==> src/rtl/dmem_arb_pkg.sv <==
// -----------------------------------------------------------------------------
// dmem_arb_pkg
// Shared types for the data-memory arbiter:
//   arb_state_t : arbiter FSM state (IDLE, CPU_RD, LD_RD)
//   grant_t     : who owns the memory port in a grant cycle
//   arbitrate() : fixed-priority grant rule with loader anti-starvation
// -----------------------------------------------------------------------------
package dmem_arb_pkg;

  typedef enum logic [1:0] {
    IDLE   = 2'd0,
    CPU_RD = 2'd1,
    LD_RD  = 2'd2
  } arb_state_t;

  typedef enum logic [1:0] {
    GNT_NONE = 2'd0,
    GNT_CPU  = 2'd1,
    GNT_LD   = 2'd2
  } grant_t;

  // The CPU normally wins a tie; the loader wins when the CPU is absent or when
  // it has been refused long enough to be starved.
  function automatic grant_t arbitrate(input logic cpu_req,
                                       input logic ld_req,
                                       input logic starved);
    if (ld_req && (starved || !cpu_req)) return GNT_LD;
    if (cpu_req)                          return GNT_CPU;
    return GNT_NONE;
  endfunction

endpackage

==> src/rtl/dmem_arb_if.sv <==
// -----------------------------------------------------------------------------
// dmem_arb_if
// Bundle of every bus the arbiter touches: the CPU memory-stage port
// (cpu_*), the boot/program loader port (ld_*) and the physical single-port
// data memory (mem_*).
//   slave  : the arbiter's view
//   master : the surrounding system's view (CPU, loader and memory together)
// -----------------------------------------------------------------------------
interface dmem_arb_if #(
  parameter int ADDR_W = 32,
  parameter int DATA_W = 32
);

  // CPU memory-access stage
  logic              cpu_req;
  logic              cpu_we;
  logic [ADDR_W-1:0] cpu_addr;
  logic [DATA_W-1:0] cpu_wdata;
  logic [DATA_W-1:0] cpu_rdata;
  logic              cpu_stall;

  // Loader
  logic              ld_req;
  logic              ld_we;
  logic [ADDR_W-1:0] ld_addr;
  logic [DATA_W-1:0] ld_wdata;
  logic              ld_ready;
  logic              ld_rvalid;
  logic [DATA_W-1:0] ld_rdata;

  // Physical data memory
  logic              mem_we;
  logic [ADDR_W-1:0] mem_addr;
  logic [DATA_W-1:0] mem_din;
  logic [DATA_W-1:0] mem_dout;

  modport slave (
    input  cpu_req, cpu_we, cpu_addr, cpu_wdata,
    output cpu_rdata, cpu_stall,
    input  ld_req, ld_we, ld_addr, ld_wdata,
    output ld_ready, ld_rvalid, ld_rdata,
    output mem_we, mem_addr, mem_din,
    input  mem_dout
  );

  modport master (
    output cpu_req, cpu_we, cpu_addr, cpu_wdata,
    input  cpu_rdata, cpu_stall,
    output ld_req, ld_we, ld_addr, ld_wdata,
    input  ld_ready, ld_rvalid, ld_rdata,
    input  mem_we, mem_addr, mem_din,
    output mem_dout
  );

endinterface

==> src/rtl/dmem_arb_starve_cnt.sv <==
// -----------------------------------------------------------------------------
// dmem_arb_starve_cnt
// Saturating counter of consecutive refused loader requests.
// Ports:
//   clk, rst  : clock, asynchronous active-high reset
//   inc       : loader request refused this cycle
//   clr       : loader granted, or loader not requesting (clr wins over inc)
//   at_limit  : counter has reached LIMIT; loader must be granted next
// -----------------------------------------------------------------------------
module dmem_arb_starve_cnt #(
  parameter int LIMIT = 4
) (
  input  logic clk,
  input  logic rst,
  input  logic inc,
  input  logic clr,
  output logic at_limit
);

  localparam int CNT_W = (LIMIT < 1) ? 1 : $clog2(LIMIT + 1);

  logic [CNT_W-1:0] cnt_q, cnt_d;

  assign at_limit = (cnt_q == CNT_W'(LIMIT));

  // NOTE: cnt_d gets a default before any branch so no path leaves it
  // unassigned; otherwise synthesis infers a latch.
  always_comb begin
    cnt_d = cnt_q;
    if (clr)                  cnt_d = '0;
    else if (inc && !at_limit) cnt_d = cnt_q + 1'b1;
  end

  // NOTE: state is updated with non-blocking assignments so every flop samples
  // the pre-edge values regardless of block ordering.
  always_ff @(posedge clk or posedge rst) begin
    if (rst) cnt_q <= '0;
    else     cnt_q <= cnt_d;
  end

endmodule

==> src/rtl/dmem_arbiter.sv <==
// -----------------------------------------------------------------------------
// dmem_arbiter
// Shares the single-port data memory between the CPU memory-access stage and
// the boot/program loader. Writes complete in the grant cycle; reads park the
// FSM for MEM_LAT cycles and deliver mem_dout combinationally in the last one,
// which is kept memory-idle. cpu_stall freezes the pipeline while a CPU read is
// outstanding, while the CPU has lost arbitration, or while a loader read owns
// the memory.
// Ports:
//   clk, rst       : clock, asynchronous active-high reset
//   bus (slave)    : cpu_*, ld_* and mem_* signals, see dmem_arb_if
//   stall_cycles   : (DMEM_ARB_PERF_EN only) cycles with cpu_stall=1, wraps
//   ld_grants      : (DMEM_ARB_PERF_EN only) cycles with ld_ready=1, wraps
// Build option: define DMEM_ARB_PERF_EN to add the two performance counters.
// -----------------------------------------------------------------------------
module dmem_arbiter
  import dmem_arb_pkg::*;
#(
  parameter int ADDR_W       = 32,
  parameter int DATA_W       = 32,
  parameter int MEM_LAT      = 2,   // >= 1
  parameter int STARVE_LIMIT = 4
) (
  input  logic        clk,
  input  logic        rst,
  dmem_arb_if.slave   bus
`ifdef DMEM_ARB_PERF_EN
  ,
  output logic [31:0] stall_cycles,
  output logic [31:0] ld_grants
`endif
);

  localparam int LAT_W = $clog2(MEM_LAT + 1);

  arb_state_t        state_q, state_d;
  logic [LAT_W-1:0]  lat_q, lat_d;
  logic [ADDR_W-1:0] addr_q, addr_d;
  logic [DATA_W-1:0] din_q, din_d;
  logic [DATA_W-1:0] cpu_rdata_q, cpu_rdata_d;
  logic [DATA_W-1:0] ld_rdata_q, ld_rdata_d;

  grant_t grant;
  logic   starved;
  logic   deliver;

  // Grants happen only in IDLE. Gating with rst makes every output take its
  // reset value immediately when rst rises, even with requests still present.
  always_comb begin
    grant = GNT_NONE;
    if (!rst && state_q == IDLE) grant = arbitrate(bus.cpu_req, bus.ld_req, starved);
  end

  // Last latency cycle of a read: memory data is valid and the port is idle.
  assign deliver = (state_q != IDLE) && (lat_q == LAT_W'(MEM_LAT));

  dmem_arb_starve_cnt #(.LIMIT(STARVE_LIMIT)) u_starve (
    .clk      (clk),
    .rst      (rst),
    .inc      ((state_q == IDLE) && bus.ld_req && (grant != GNT_LD)),
    .clr      (!bus.ld_req || (grant == GNT_LD)),
    .at_limit (starved)
  );

  always_comb begin
    state_d       = state_q;
    lat_d         = lat_q;
    addr_d        = addr_q;
    din_d         = din_q;
    cpu_rdata_d   = cpu_rdata_q;
    ld_rdata_d    = ld_rdata_q;
    bus.mem_we    = 1'b0;
    bus.cpu_stall = 1'b0;
    bus.ld_ready  = 1'b0;
    bus.ld_rvalid = 1'b0;

    case (grant)
      GNT_CPU: begin
        addr_d     = bus.cpu_addr;
        din_d      = bus.cpu_wdata;
        bus.mem_we = bus.cpu_we;
        if (!bus.cpu_we) begin
          state_d       = CPU_RD;
          lat_d         = LAT_W'(1);
          bus.cpu_stall = 1'b1;
        end
      end
      GNT_LD: begin
        addr_d        = bus.ld_addr;
        din_d         = bus.ld_wdata;
        bus.mem_we    = bus.ld_we;
        bus.ld_ready  = 1'b1;
        bus.cpu_stall = bus.cpu_req;   // CPU lost; it re-arbitrates next cycle
        if (!bus.ld_we) begin
          state_d = LD_RD;
          lat_d   = LAT_W'(1);
        end
      end
      default: ;
    endcase

    case (state_q)
      CPU_RD: begin
        bus.cpu_stall = !deliver;
        if (deliver) begin
          cpu_rdata_d = bus.mem_dout;
          state_d     = IDLE;
        end else begin
          lat_d = lat_q + 1'b1;
        end
      end
      LD_RD: begin
        // Any CPU access waits until the loader read has fully drained.
        bus.cpu_stall = bus.cpu_req;
        if (deliver) begin
          bus.ld_rvalid = 1'b1;
          ld_rdata_d    = bus.mem_dout;
          state_d       = IDLE;
        end else begin
          lat_d = lat_q + 1'b1;
        end
      end
      default: ;
    endcase
  end

  // The _d values carry the grant-cycle drive and the delivery-cycle bypass;
  // in every other cycle they equal the held registers.
  assign bus.mem_addr  = addr_d;
  assign bus.mem_din   = din_d;
  assign bus.cpu_rdata = cpu_rdata_d;
  assign bus.ld_rdata  = ld_rdata_d;

  // NOTE: the data hold registers are reset as well because their values are
  // visible on the outputs straight after reset.
  always_ff @(posedge clk or posedge rst) begin
    if (rst) begin
      state_q     <= IDLE;
      lat_q       <= '0;
      addr_q      <= '0;
      din_q       <= '0;
      cpu_rdata_q <= '0;
      ld_rdata_q  <= '0;
    end else begin
      state_q     <= state_d;
      lat_q       <= lat_d;
      addr_q      <= addr_d;
      din_q       <= din_d;
      cpu_rdata_q <= cpu_rdata_d;
      ld_rdata_q  <= ld_rdata_d;
    end
  end

`ifdef DMEM_ARB_PERF_EN
  logic [31:0] stall_cycles_q, stall_cycles_d;
  logic [31:0] ld_grants_q, ld_grants_d;

  always_comb begin
    stall_cycles_d = stall_cycles_q + 32'(bus.cpu_stall);
    ld_grants_d    = ld_grants_q + 32'(bus.ld_ready);
  end

  always_ff @(posedge clk or posedge rst) begin
    if (rst) begin
      stall_cycles_q <= '0;
      ld_grants_q    <= '0;
    end else begin
      stall_cycles_q <= stall_cycles_d;
      ld_grants_q    <= ld_grants_d;
    end
  end

  assign stall_cycles = stall_cycles_q;
  assign ld_grants    = ld_grants_q;
`endif

endmodule

==> src/flat_wrapper.sv <==
// flat-port wrapper written by rule: the top's interface ports become plain ports
module dmem_arbiter_flat import dmem_arb_pkg::*;
#(
  parameter int ADDR_W       = 32,
  parameter int DATA_W       = 32,
  parameter int MEM_LAT      = 2,          
  parameter int STARVE_LIMIT = 4
)
  (clk, rst, bus_cpu_req, bus_cpu_we, bus_cpu_addr, bus_cpu_wdata, bus_cpu_rdata, bus_cpu_stall, bus_ld_req, bus_ld_we, bus_ld_addr, bus_ld_wdata, bus_ld_ready, bus_ld_rvalid, bus_ld_rdata, bus_mem_we, bus_mem_addr, bus_mem_din, bus_mem_dout);
  dmem_arb_if #(.ADDR_W(ADDR_W), .DATA_W(DATA_W)) bus_i ();
  input  logic clk;
  input  logic rst;
  input wire logic [$bits(bus_i.cpu_req)-1:0] bus_cpu_req;
  input wire logic [$bits(bus_i.cpu_we)-1:0] bus_cpu_we;
  input wire logic [$bits(bus_i.cpu_addr)-1:0] bus_cpu_addr;
  input wire logic [$bits(bus_i.cpu_wdata)-1:0] bus_cpu_wdata;
  output wire logic [$bits(bus_i.cpu_rdata)-1:0] bus_cpu_rdata;
  output wire logic [$bits(bus_i.cpu_stall)-1:0] bus_cpu_stall;
  input wire logic [$bits(bus_i.ld_req)-1:0] bus_ld_req;
  input wire logic [$bits(bus_i.ld_we)-1:0] bus_ld_we;
  input wire logic [$bits(bus_i.ld_addr)-1:0] bus_ld_addr;
  input wire logic [$bits(bus_i.ld_wdata)-1:0] bus_ld_wdata;
  output wire logic [$bits(bus_i.ld_ready)-1:0] bus_ld_ready;
  output wire logic [$bits(bus_i.ld_rvalid)-1:0] bus_ld_rvalid;
  output wire logic [$bits(bus_i.ld_rdata)-1:0] bus_ld_rdata;
  output wire logic [$bits(bus_i.mem_we)-1:0] bus_mem_we;
  output wire logic [$bits(bus_i.mem_addr)-1:0] bus_mem_addr;
  output wire logic [$bits(bus_i.mem_din)-1:0] bus_mem_din;
  input wire logic [$bits(bus_i.mem_dout)-1:0] bus_mem_dout;
  assign bus_i.cpu_req = bus_cpu_req;
  assign bus_i.cpu_we = bus_cpu_we;
  assign bus_i.cpu_addr = bus_cpu_addr;
  assign bus_i.cpu_wdata = bus_cpu_wdata;
  assign bus_cpu_rdata = bus_i.cpu_rdata;
  assign bus_cpu_stall = bus_i.cpu_stall;
  assign bus_i.ld_req = bus_ld_req;
  assign bus_i.ld_we = bus_ld_we;
  assign bus_i.ld_addr = bus_ld_addr;
  assign bus_i.ld_wdata = bus_ld_wdata;
  assign bus_ld_ready = bus_i.ld_ready;
  assign bus_ld_rvalid = bus_i.ld_rvalid;
  assign bus_ld_rdata = bus_i.ld_rdata;
  assign bus_mem_we = bus_i.mem_we;
  assign bus_mem_addr = bus_i.mem_addr;
  assign bus_mem_din = bus_i.mem_din;
  assign bus_i.mem_dout = bus_mem_dout;
  dmem_arbiter #(.ADDR_W(ADDR_W), .DATA_W(DATA_W), .MEM_LAT(MEM_LAT), .STARVE_LIMIT(STARVE_LIMIT)) u_core (.clk(clk), .rst(rst), .bus(bus_i));
endmodule
==> config.mk <==
export PLATFORM = sky130hd
export DESIGN_NAME = dmem_arbiter_flat
export DESIGN_NICKNAME = d
export VERILOG_FILES = /design/src/rtl/dmem_arb_pkg.sv /design/src/rtl/dmem_arb_if.sv /design/src/rtl/dmem_arb_starve_cnt.sv /design/src/rtl/dmem_arbiter.sv /design/src/flat_wrapper.sv
export SDC_FILE = /design/constraint.sdc
export NUM_CORES = 1
export LEC_CHECK = 0
export CAP_MARGIN = 15
export CORE_ASPECT_RATIO = 1.5
export CORE_MARGIN = 5
export CORE_UTILIZATION = 40
export CTS_CLUSTER_SIZE = 30
export DETAILED_ROUTE_END_ITERATION = 6
export HOLD_SLACK_MARGIN = 0.1
export PLACE_DENSITY = 0.81
export SLEW_MARGIN = 20
export SYNTH_ARGS = -nofsm -noshare
export SYNTH_HDL_FRONTEND = slang
export SYNTH_SLANG_ARGS = --single-unit
==> constraint.sdc <==
create_clock -name clk -period 5.5 [get_ports clk]
set_input_delay 0.55 -clock clk [delete_from_list [all_inputs] [get_ports clk]]
set_output_delay 0.55 -clock clk [all_outputs]
set_load 0.005 [all_outputs]
-- After elaboration in Yosys (flattened, before gate mapping)
Index checks and enable logic that the tools add are counted.
- bits in registers: 135
- logic and storage cells: 68
- RAM bits: 0
- memories: 0
- bits in read-only memories: 0
- output and inout bits: 132
- bits in latches: 0
- bits of input ports: 166
- divide/modulo/power cells: 0
- add/sub/neg operators: 2
- $lt $le $gt $ge: 0
- eq/ne operators: 7
- multiplexer cells: 35
- reduce and logical (&&, ||, !) cells: 17
- bitwise gates (word level): 0
- shift-type cells: 0
- $mul: 0
- operator list (cell ; count):
    $mux 32 ; 4
    $pmux 32 s2 ; 2
    $mux 2 ; 13
    $mux 1 ; 9
    $pmux 2 s2 ; 2
    $eq 2x2->1 const B ; 3
    $logic_and 1x1->1 ; 6
    $mux 3 ; 2
    $pmux 1 s2 ; 3
    $logic_not 1->1 ; 5
    $eq 2x1->1 const B ; 2
    $reduce_bool 2->1 ; 2
    $add 3x1->3 const B ; 1
    $eq 3x3->1 const B ; 1
    $add 2x1->2 const B ; 1
    $logic_not 2->1 ; 1
    $logic_or 1x1->1 ; 2
    $ne 2x2->1 const B ; 1
    $reduce_or 2->1 ; 1

-- Depth between registers and ports, before layout
Gate-level depths: netlist (run 1).
- depth after elaboration: 15
- depth in mapped cells: 11
- gate-level depth less buffers: 9

-- Modules after synthesis
A second synthesis (run 1) with hierarchy kept.
- cell total of the unflattened synthesis: 496
- area, all modules: 5760.5 µm²
- modules (own cells, without submodules) (module ; cells an instance ; instances ; area an instance (µm²) ; sequential area each (µm²)):
    dmem_arbiter ; 477 ; 1 ; 5564.1 ; 3303.2
    dmem_arb_starve_cnt ; 19 ; 1 ; 196.4 ; 75.1

-- Worst setup path after synthesis (run 1)
No wires, ideal clock.
- path type: register to output
- from: register u_core.state_q[0]
- to: output port bus_mem_addr[21]
- data arrival time: 2.043 ns
- setup slack: 2.907 ns
- cell stages (with the launch flop): 11
- buffers on the path: 3
- data required time: 4.950 ns
- cell sequence: dfrtp_1 inv_1 ha_1 nor2b_1 and3_1 ha_1 buf_2 buf_2 clkbuf_1 nand2_1 o21ai_0
- word-level cells in the longest chain between the ends: 5
- elaborated cells between the ends (all ways): 6
- classes of those cells: eq/ne (2); mux (2); reduce/logical (2)
- ends and longest elaborated chain (what ; RTL line ; source):
    start, declared ; dmem_arbiter.sv:36 ; arb_state_t state_q, state_d;
    start signal, assigned ; dmem_arbiter.sv:145 ; state_q <= state_d;
    $logic_not 2->1 * ; dmem_arbiter.sv:51 ; if (!rst && state_q == IDLE) grant = arbitrate(bus.cpu_req, bus.ld_req, starved);
    $logic_and 1x1->1 * ; dmem_arbiter.sv:51 ;
    $mux 2 * ; dmem_arbiter.sv:51 ;
    $eq 2x2->1 / $eq 2x1->1 (equally long branches) ; dmem_arbiter.sv:77 ; case (grant)
    $pmux 32 s2 * ; dmem_arbiter.sv:77 ;
    end, declared ; flat_wrapper.sv:27 ; output wire logic [$bits(bus_i.mem_addr)-1:0] bus_mem_addr;
Mark *: on every way between the ends. The rest lies on a longest branch, timed or not.

-- Worst setup path after layout (run 1)
- from: register u_core.state_q[1]
- to: output port bus_mem_addr[17]
The elaborated chain is that of the path after synthesis.

==> out/qor.json, run 1 <==
{
  "placement": {
    "place_hpwl_um": 13700,
    "placedInstanceArea_um2": 8820,
    "place.port_buffers": 297,
    "replace_congestion": 0.846
  },
  "finish": {
    "final_layout_size_suffix_gt1_share_pct": 12.9,
    "ant_diodes": 0,
    "syn_to_final_growth_pct": 63.5,
    "multi_input_area_um2": 2160,
    "numnets_final": 953,
    "ff_latch_area_um2": 3380,
    "final_area_um2": 9410,
    "fillerInstances": 1109,
    "finalCoreUtilization_pct": 66.9
  },
  "timing": {
    "fin_worst_skew_ps": 9.60,
    "hold_vio_cnt_final": 0,
    "max_slew_margin_pct": 45.1,
    "worst_slew_pin_slew_ps": 821,
    "number_of_pins_exceeding_their_max_slew_limit_in_the_final_report": 0,
    "final.period_utilization_pct": 76.2,
    "timing.final.crit_period_ps": 4190,
    "totalNegativeSetupSlack_ps": 0,
    "report.final.setup_viol": 0,
    "max_freq_mhz": 239,
    "grt_setup_unrepaired": "no"
  },
  "critical_path": {
    "timing.setup.critical_path_class": "reg -> out",
    "worstRegToRegCells": 9,
    "crit_path_start_kind": "register",
    "regToRegEndpoint": "u_core.addr_q[17]",
    "critPathCapture": "bus_mem_addr[17]",
    "endpoint_kind": "output port",
    "startpoint": "u_core.state_q[1]",
    "critical_path_arrival_ps": 3640,
    "crit_slowest_cell": "sky130_fd_sc_hd__clkdlybuf4s50_1",
    "worstPathCellList": "inv_1, ha_1, nor2b_1, and3_1, inv_1, ha_2, buf_4, a22oi_1, o21ai_0, clkdlybuf4s50_1",
    "worst-path-max-fanout": 28,
    "required_ps": 4950,
    "crit_top_cell": "sky130_fd_sc_hd__inv_1",
    "slowest_delay_ps": 600,
    "setup.reg_to_reg.worst_slack_ps": 2750,
    "regToRegStartpoint": "u_core.state_q[1]"
  },
  "synthesis": {
    "synth_top_area_cell": "sky130_fd_sc_hd__dfrtp_1",
    "syn_area_per_cell_um2": 11.6,
    "synth_async_sr_flop_share_pct": 100,
    "syn-num-nets": 670,
    "synth.ff_latch_count": 135,
    "ys.flop_type": "sky130_fd_sc_hd__dfrtp_1",
    "synth_top_area_share_pct": 58.7,
    "netlist_instances": 496,
    "cell_variety_after_synth": 30,
    "edff_count_synth": 0,
    "synth-warning-count": 0,
    "netlist_area_um2": 5750,
    "synth.top_cells.by_area": "sky130_fd_sc_hd__dfrtp_1 59%, sky130_fd_sc_hd__mux2_2 12%, sky130_fd_sc_hd__a22oi_1 8.4%, sky130_fd_sc_hd__o21ai_0 6.1%, sky130_fd_sc_hd__nand2_1 4.8%",
    "yosysSeqAreaShare_pct": 58.7
  },
  "power": {
    "ir_drop_mv": 0.208,
    "total_power_uw": 3810,
    "power_density_nw_per_um2": 405,
    "static_leakage_uw": 0.00385
  },
  "detailed_routing": {
    "drcViolationCount": 0,
    "routed_via_density": 5.08,
    "drt.antenna.violating_nets": 0,
    "detailroute.via_count": 5002,
    "wl_per_cell_um": 18.5,
    "drtPass1Iterations": 7,
    "drt-initial-drc-count": 202,
    "drt-total-wl_um": 18200
  },
  "clocking": {
    "post_cts_resized": 0,
    "clkLatencyLatePin_ps": 400,
    "cts-root-buf": "sky130_fd_sc_hd__clkbuf_16",
    "cts_sinks": 135,
    "postCtsSetupBuffers": 0,
    "cts-hold-fix-buffers": 0,
    "cts_tree": "built",
    "tritoncts.num_buffers": 17,
    "ctsLongestPathBuffers": 2,
    "cts.clk_slew.worst_paths_ps": 70,
    "htree_num_levels": 4
  },
  "flow_run": {
    "max_cap_violations": 0
  },
  "floorplan": {
    "chipHeight_um": 157,
    "initial_cell_density_of_the_core_pct": 40.9,
    "top_level_ports": 298,
    "fp-row-count": 53,
    "die-area_um2": 16900,
    "core_um2": 14100,
    "floorplan.die.width_um": 108
  },
  "grt": {
    "grt_pass1_wl_um": 28500,
    "antenna_found_initial": 0,
    "global_route.overflow_total": 0,
    "maximum_number_of_pins_on_one_net_before_global_route_repair": 137,
    "first_global_vias": 5613,
    "grt.total_usage_pct": 21.5
  },
  "min_path": {
    "worst_hold_path_type": "reg -> reg"
  },
  "run_status": {
    "run_status": "finished, final reports clean"
  }
}
==> cells in the final DEF (no fill, tap or decap), drive strengths merged <==
cell           instances
clkdlybuf4s50        297
clkinv                 3
a31oi                  1
nor2b                  2
a22o                   2
clkbuf                17
and3                   3
nor2                   5
nand2b                 2
a21boi                 1
a21bo                  1
a21o                   2
and2                   2
inv                   18
nand2                 75
mux2                  64
a22oi                 64
o31a                   1
dfrtp                135
nor3                   1
ha                     8
clkinvlp               4
buf                    4
a21oi                  6
nand3                  2
or3                    1
mux2i                  1
o21ai                 70
==> critical path: cells and delay by family, from the launching register on <==
kind / cells / cell delay, ps
AO/OA/AOI/OAI: 2 / 460
adder cells (fa/ha/maj): 2 / 800
AND/OR/NAND/NOR: 2 / 400
flip-flops: 1 / 410
buffers and inverters: 4 / 1160
==> cell usage after synthesis (2+ instances only) <==
cell type,count
sky130_fd_sc_hd__clkbuf_1,17
sky130_fd_sc_hd__mux2_2,60
sky130_fd_sc_hd__nand2b_1,2
sky130_fd_sc_hd__buf_6,3
sky130_fd_sc_hd__a21o_1,2
sky130_fd_sc_hd__mux2_1,4
sky130_fd_sc_hd__nor2_1,5
sky130_fd_sc_hd__a21oi_1,6
sky130_fd_sc_hd__buf_4,3
sky130_fd_sc_hd__inv_1,10
sky130_fd_sc_hd__a22o_1,2
sky130_fd_sc_hd__nand2_1,73
sky130_fd_sc_hd__nand2_2,2
sky130_fd_sc_hd__a22oi_1,64
sky130_fd_sc_hd__and3_1,3
sky130_fd_sc_hd__and2_1,2
sky130_fd_sc_hd__buf_2,14
sky130_fd_sc_hd__nand3_1,2
sky130_fd_sc_hd__dfrtp_1,135
sky130_fd_sc_hd__o21ai_0,70
sky130_fd_sc_hd__ha_1,8
==> logic make-up after synthesis <==
| kind of cell | share of synthesized area (%) |
|---|---|
| AO/OA/AOI/OAI | 16.1 |
| adder cells (fa/ha/maj) | 1.74 |
| multiplexers | 12.7 |
| buffers and inverters | 3.96 |
| flip-flops | 58.7 |
| AND/OR/NAND/NOR | 6.79 |
==> registers in the layout, summed over array words and instances, names as in the netlist <==
name                   cells
u_core.addr_q             32
u_core.cpu_rdata_q        32
u_core.din_q              32
u_core.ld_rdata_q         32
u_core.u_starve.cnt_q      3
u_core.lat_q               2
u_core.state_q             2
==> cell type report <==
class                   instances  area share (%)
clock buffers                  17            4.52
clock inverters                15            1.44
inverters                      10           0.452
multi-input cells             314            23.0
flip-flops and latches        135            35.9
well taps                     192            2.55
repair buffers                301            32.1
==> how the worst min path moves through the flow <==
stage / from / to / slack, ps / depth (start not counted)
detailed placement: u_core.ld_rdata_q[5] / u_core.ld_rdata_q[5] / 480 / 1
CTS: u_core.ld_rdata_q[5] / u_core.ld_rdata_q[5] / 500 / 1
global placement: u_core.ld_rdata_q[6] / u_core.ld_rdata_q[6] / 470 / 1
floorplan: u_core.ld_rdata_q[28] / u_core.ld_rdata_q[28] / 480 / 1
global route: u_core.cpu_rdata_q[19] / u_core.cpu_rdata_q[19] / 510 / 1
finish: u_core.cpu_rdata_q[15] / u_core.cpu_rdata_q[15] / 490 / 1
==> routing by layer <==
layer / up-vias / global-route usage (%) / share of wire [%]
li1: 2338 / - / -
met1: 2375 / 23.1 / 37
met2: 255 / 38.7 / 52
met3: 34 / 7.10 / 8.6
met4: 0 / 8.48 / 2.8
met5: - / 0 / 0
==> metrics by stage <==
| step | hold WS (ps) | cells | worst slack, ps |
|---|---|---|---|
| 5_1_grt | 511 | 984 | 978 |
| 4_1_cts | 496 | 983 | 1220 |
| 2_1_floorplan | 483 | 496 | 1340 |
| 3_5_place_dp | 482 | 951 | 1420 |
| 6_report | 494 | 984 | 1310 |
| 3_3_place_gp | 472 | 951 | 1470 |
==> power breakdown <==
part           leakage [µW]  internal [µW]  switching, µW  total (µW)
registers           0.00170           1280           88.8        1370
clock network      0.000264            594            472        1070
logic               0.00188            805            565        1370
total               0.00385           2680           1130        3810
Power figures use the tool's default switching activity.
==> inputs of run 2 (changes only) <==
--- a/config.mk
+++ b/config.mk
@@ -8,11 +8,11 @@
 export CAP_MARGIN = 15
 export CORE_ASPECT_RATIO = 1.5
 export CORE_MARGIN = 5
-export CORE_UTILIZATION = 40
+export CORE_UTILIZATION = 36
 export CTS_CLUSTER_SIZE = 30
 export DETAILED_ROUTE_END_ITERATION = 6
 export HOLD_SLACK_MARGIN = 0.1
-export PLACE_DENSITY = 0.81
+export PLACE_DENSITY = 0.77
 export SLEW_MARGIN = 20
 export SYNTH_ARGS = -nofsm -noshare
 export SYNTH_HDL_FRONTEND = slang
==> constraint.sdc (replaced) <==
create_clock -name clk -period 3.4 [get_ports clk]
set_input_delay 0.34 -clock clk [delete_from_list [all_inputs] [get_ports clk]]
set_output_delay 0.34 -clock clk [all_outputs]
set_load 0.005 [all_outputs]
==> out/qor.json, run 2 (same netlist as run 1, synthesis figures left out) <==
{
  "critical_path": {
    "required_ps": 3060,
    "critical_path_arrival_ps": 2930,
    "worst-path-max-fanout": 24,
    "endpoint_kind": "output port",
    "crit_path_start_kind": "register",
    "timing.setup.critical_path_class": "reg -> out"
  },
  "power": {
    "static_leakage_uw": 0.00396,
    "power_density_nw_per_um2": 657,
    "ir_drop_mv": 0.356
  },
  "timing": {
    "number_of_pins_exceeding_their_max_slew_limit_in_the_final_report": 0,
    "final.period_utilization_pct": 96.2,
    "fin_worst_skew_ps": 6.28,
    "max_freq_mhz": 306,
    "report.final.setup_viol": 0,
    "hold_vio_cnt_final": 0,
    "max_slew_margin_pct": 44.7,
    "fin_hold_ws_ps": 320,
    "totalNegativeSetupSlack_ps": 0,
    "timing.final.crit_period_ps": 3270,
    "worst_slew_pin_slew_ps": 826,
    "grt_setup_unrepaired": "yes"
  },
  "clocking": {
    "cts-root-buf": "sky130_fd_sc_hd__clkbuf_16",
    "ctsLongestPathBuffers": 2,
    "tritoncts.num_buffers": 17,
    "clkLatencyLatePin_ps": 400,
    "htree_num_levels": 4,
    "cts.clk_slew.worst_paths_ps": 60,
    "cts-hold-fix-buffers": 0,
    "cts_tree": "built",
    "cts_sinks": 135
  },
  "grt": {
    "first_global_vias": 5601,
    "antenna_found_initial": 0,
    "global_route.overflow_total": 0,
    "grt.total_usage_pct": 19.5,
    "maximum_number_of_pins_on_one_net_before_global_route_repair": 129,
    "grt_pass1_wl_um": 28900
  },
  "finish": {
    "numnets_final": 968,
    "fillerInstances": 1292,
    "multi_input_area_um2": 2190,
    "ff_latch_area_um2": 3380,
    "syn_to_final_growth_pct": 67.7,
    "commonest_cells_after_routing_fill_and_taps_aside": "296 x sky130_fd_sc_hd__clkdlybuf4s50_1, 135 x sky130_fd_sc_hd__dfrtp_1, 73 x sky130_fd_sc_hd__nand2_1",
    "mostFrequentLayoutCell": "sky130_fd_sc_hd__clkdlybuf4s50_1",
    "ant_diodes": 0,
    "final_layout_size_suffix_gt1_share_pct": 14.9
  },
  "placement": {
    "replace_congestion": 0.824,
    "place.port_buffers": 297,
    "place_hpwl_um": 13700
  },
  "detailed_routing": {
    "drt.antenna.violating_nets": 0,
    "detailroute.via_count": 5039,
    "routed_via_density": 4.99,
    "drt-initial-drc-count": 215,
    "drtPass1Iterations": 5,
    "wl_per_cell_um": 18.5,
    "drt-total-wl_um": 18700,
    "drcViolationCount": 0
  },
  "floorplan": {
    "floorplan.die.width_um": 113,
    "core_um2": 15700,
    "top_level_ports": 298,
    "die-area_um2": 18700,
    "initial_cell_density_of_the_core_pct": 36.7,
    "chipHeight_um": 165,
    "fp-row-count": 56
  },
  "min_path": {
    "worst_hold_path_type": "in -> async"
  },
  "flow_run": {
    "max_cap_violations": 0
  },
  "run_status": {
    "run_status": "finished, final reports clean"
  }
}
[run 2: final cells by class]
class	count	share of cell area, %
Sequential cell	135	35.0
Timing Repair Buffer	316	33.2
Multi-Input combinational cell	314	22.7
Clock buffer	18	4.45
Tap cell	203	2.63
Clock inverter	13	1.54
Inverter	10	0.428
[run 2: final timing paths]
path	from	to	slack (ps)	cells after the start
setup / recovery	u_core.state_q[0]	bus_mem_addr[7]	130	10
hold / removal	rst	u_core.u_starve.cnt_q[1]	320	2
setup reg to reg	u_core.state_q[0]	u_core.lat_q[0]	1160	9
hold reg to reg	u_core.cpu_rdata_q[5]	u_core.cpu_rdata_q[5]	490	1
max in group asynchronous	rst	u_core.addr_q[15]	2130	3
min in group clk	u_core.cpu_rdata_q[5]	u_core.cpu_rdata_q[5]	490	1
[run 2: critical path, stage by stage, from the launching register on]
cell                              delay (ps)
sky130_fd_sc_hd__dfrtp_1                 380
sky130_fd_sc_hd__inv_1                    80
sky130_fd_sc_hd__ha_2                    230
sky130_fd_sc_hd__nor2b_4                 140
sky130_fd_sc_hd__and3_2                  240
sky130_fd_sc_hd__inv_1                   110
sky130_fd_sc_hd__ha_4                    220
sky130_fd_sc_hd__buf_12                  190
sky130_fd_sc_hd__a22oi_1                 110
sky130_fd_sc_hd__o21ai_0                 230
sky130_fd_sc_hd__clkdlybuf4s50_1         570
[run 2: metrics by stage]
stage	cell area (µm²)	util [%]	power (µW)	setup slack (ps)	cells
3_3_place_gp	8950	57.0	4400	272	970
6_report	9650	61.5	6340	129	1009
3_5_place_dp	8950	57.0	4510	245	970
5_1_grt	9650	61.5	6690	-8.49	1009
4_1_cts	9610	61.2	6380	0.673	1006
2_1_floorplan	5760	-	3080	1020	496
[run 2: metal layers]
layer | GRT usage (%) | routed length [µm] | part of all wire [%] | vias to the layer above
met5 | 0 | 0 | 0 | -
li1 | - | - | - | 2359
met4 | 8.15 | 477 | 2.6 | 0
met3 | 6.30 | 1560 | 8.3 | 26
met2 | 35.4 | 9950 | 53 | 235
met1 | 20.8 | 6680 | 36 | 2419
[run 2: what timing repair did]
| action | CTS | global route |
|---|---|---|
| cloned | 1 | 0 |
| gates resized for setup | 5 | 46 |
| pin swaps | 1 | 2 |
| hold endpoints to repair | 0 | 0 |
| setup buffers | 4 | 3 |
| endpoints found under the setup margin | 65 | 65 |
[run 2: report_power, final]
part | switching (µW) | total (µW) | internal [µW]
Combinational | 951 | 2330 | 1380
Clock | 711 | 1800 | 1090
Sequential | 144 | 2210 | 2070
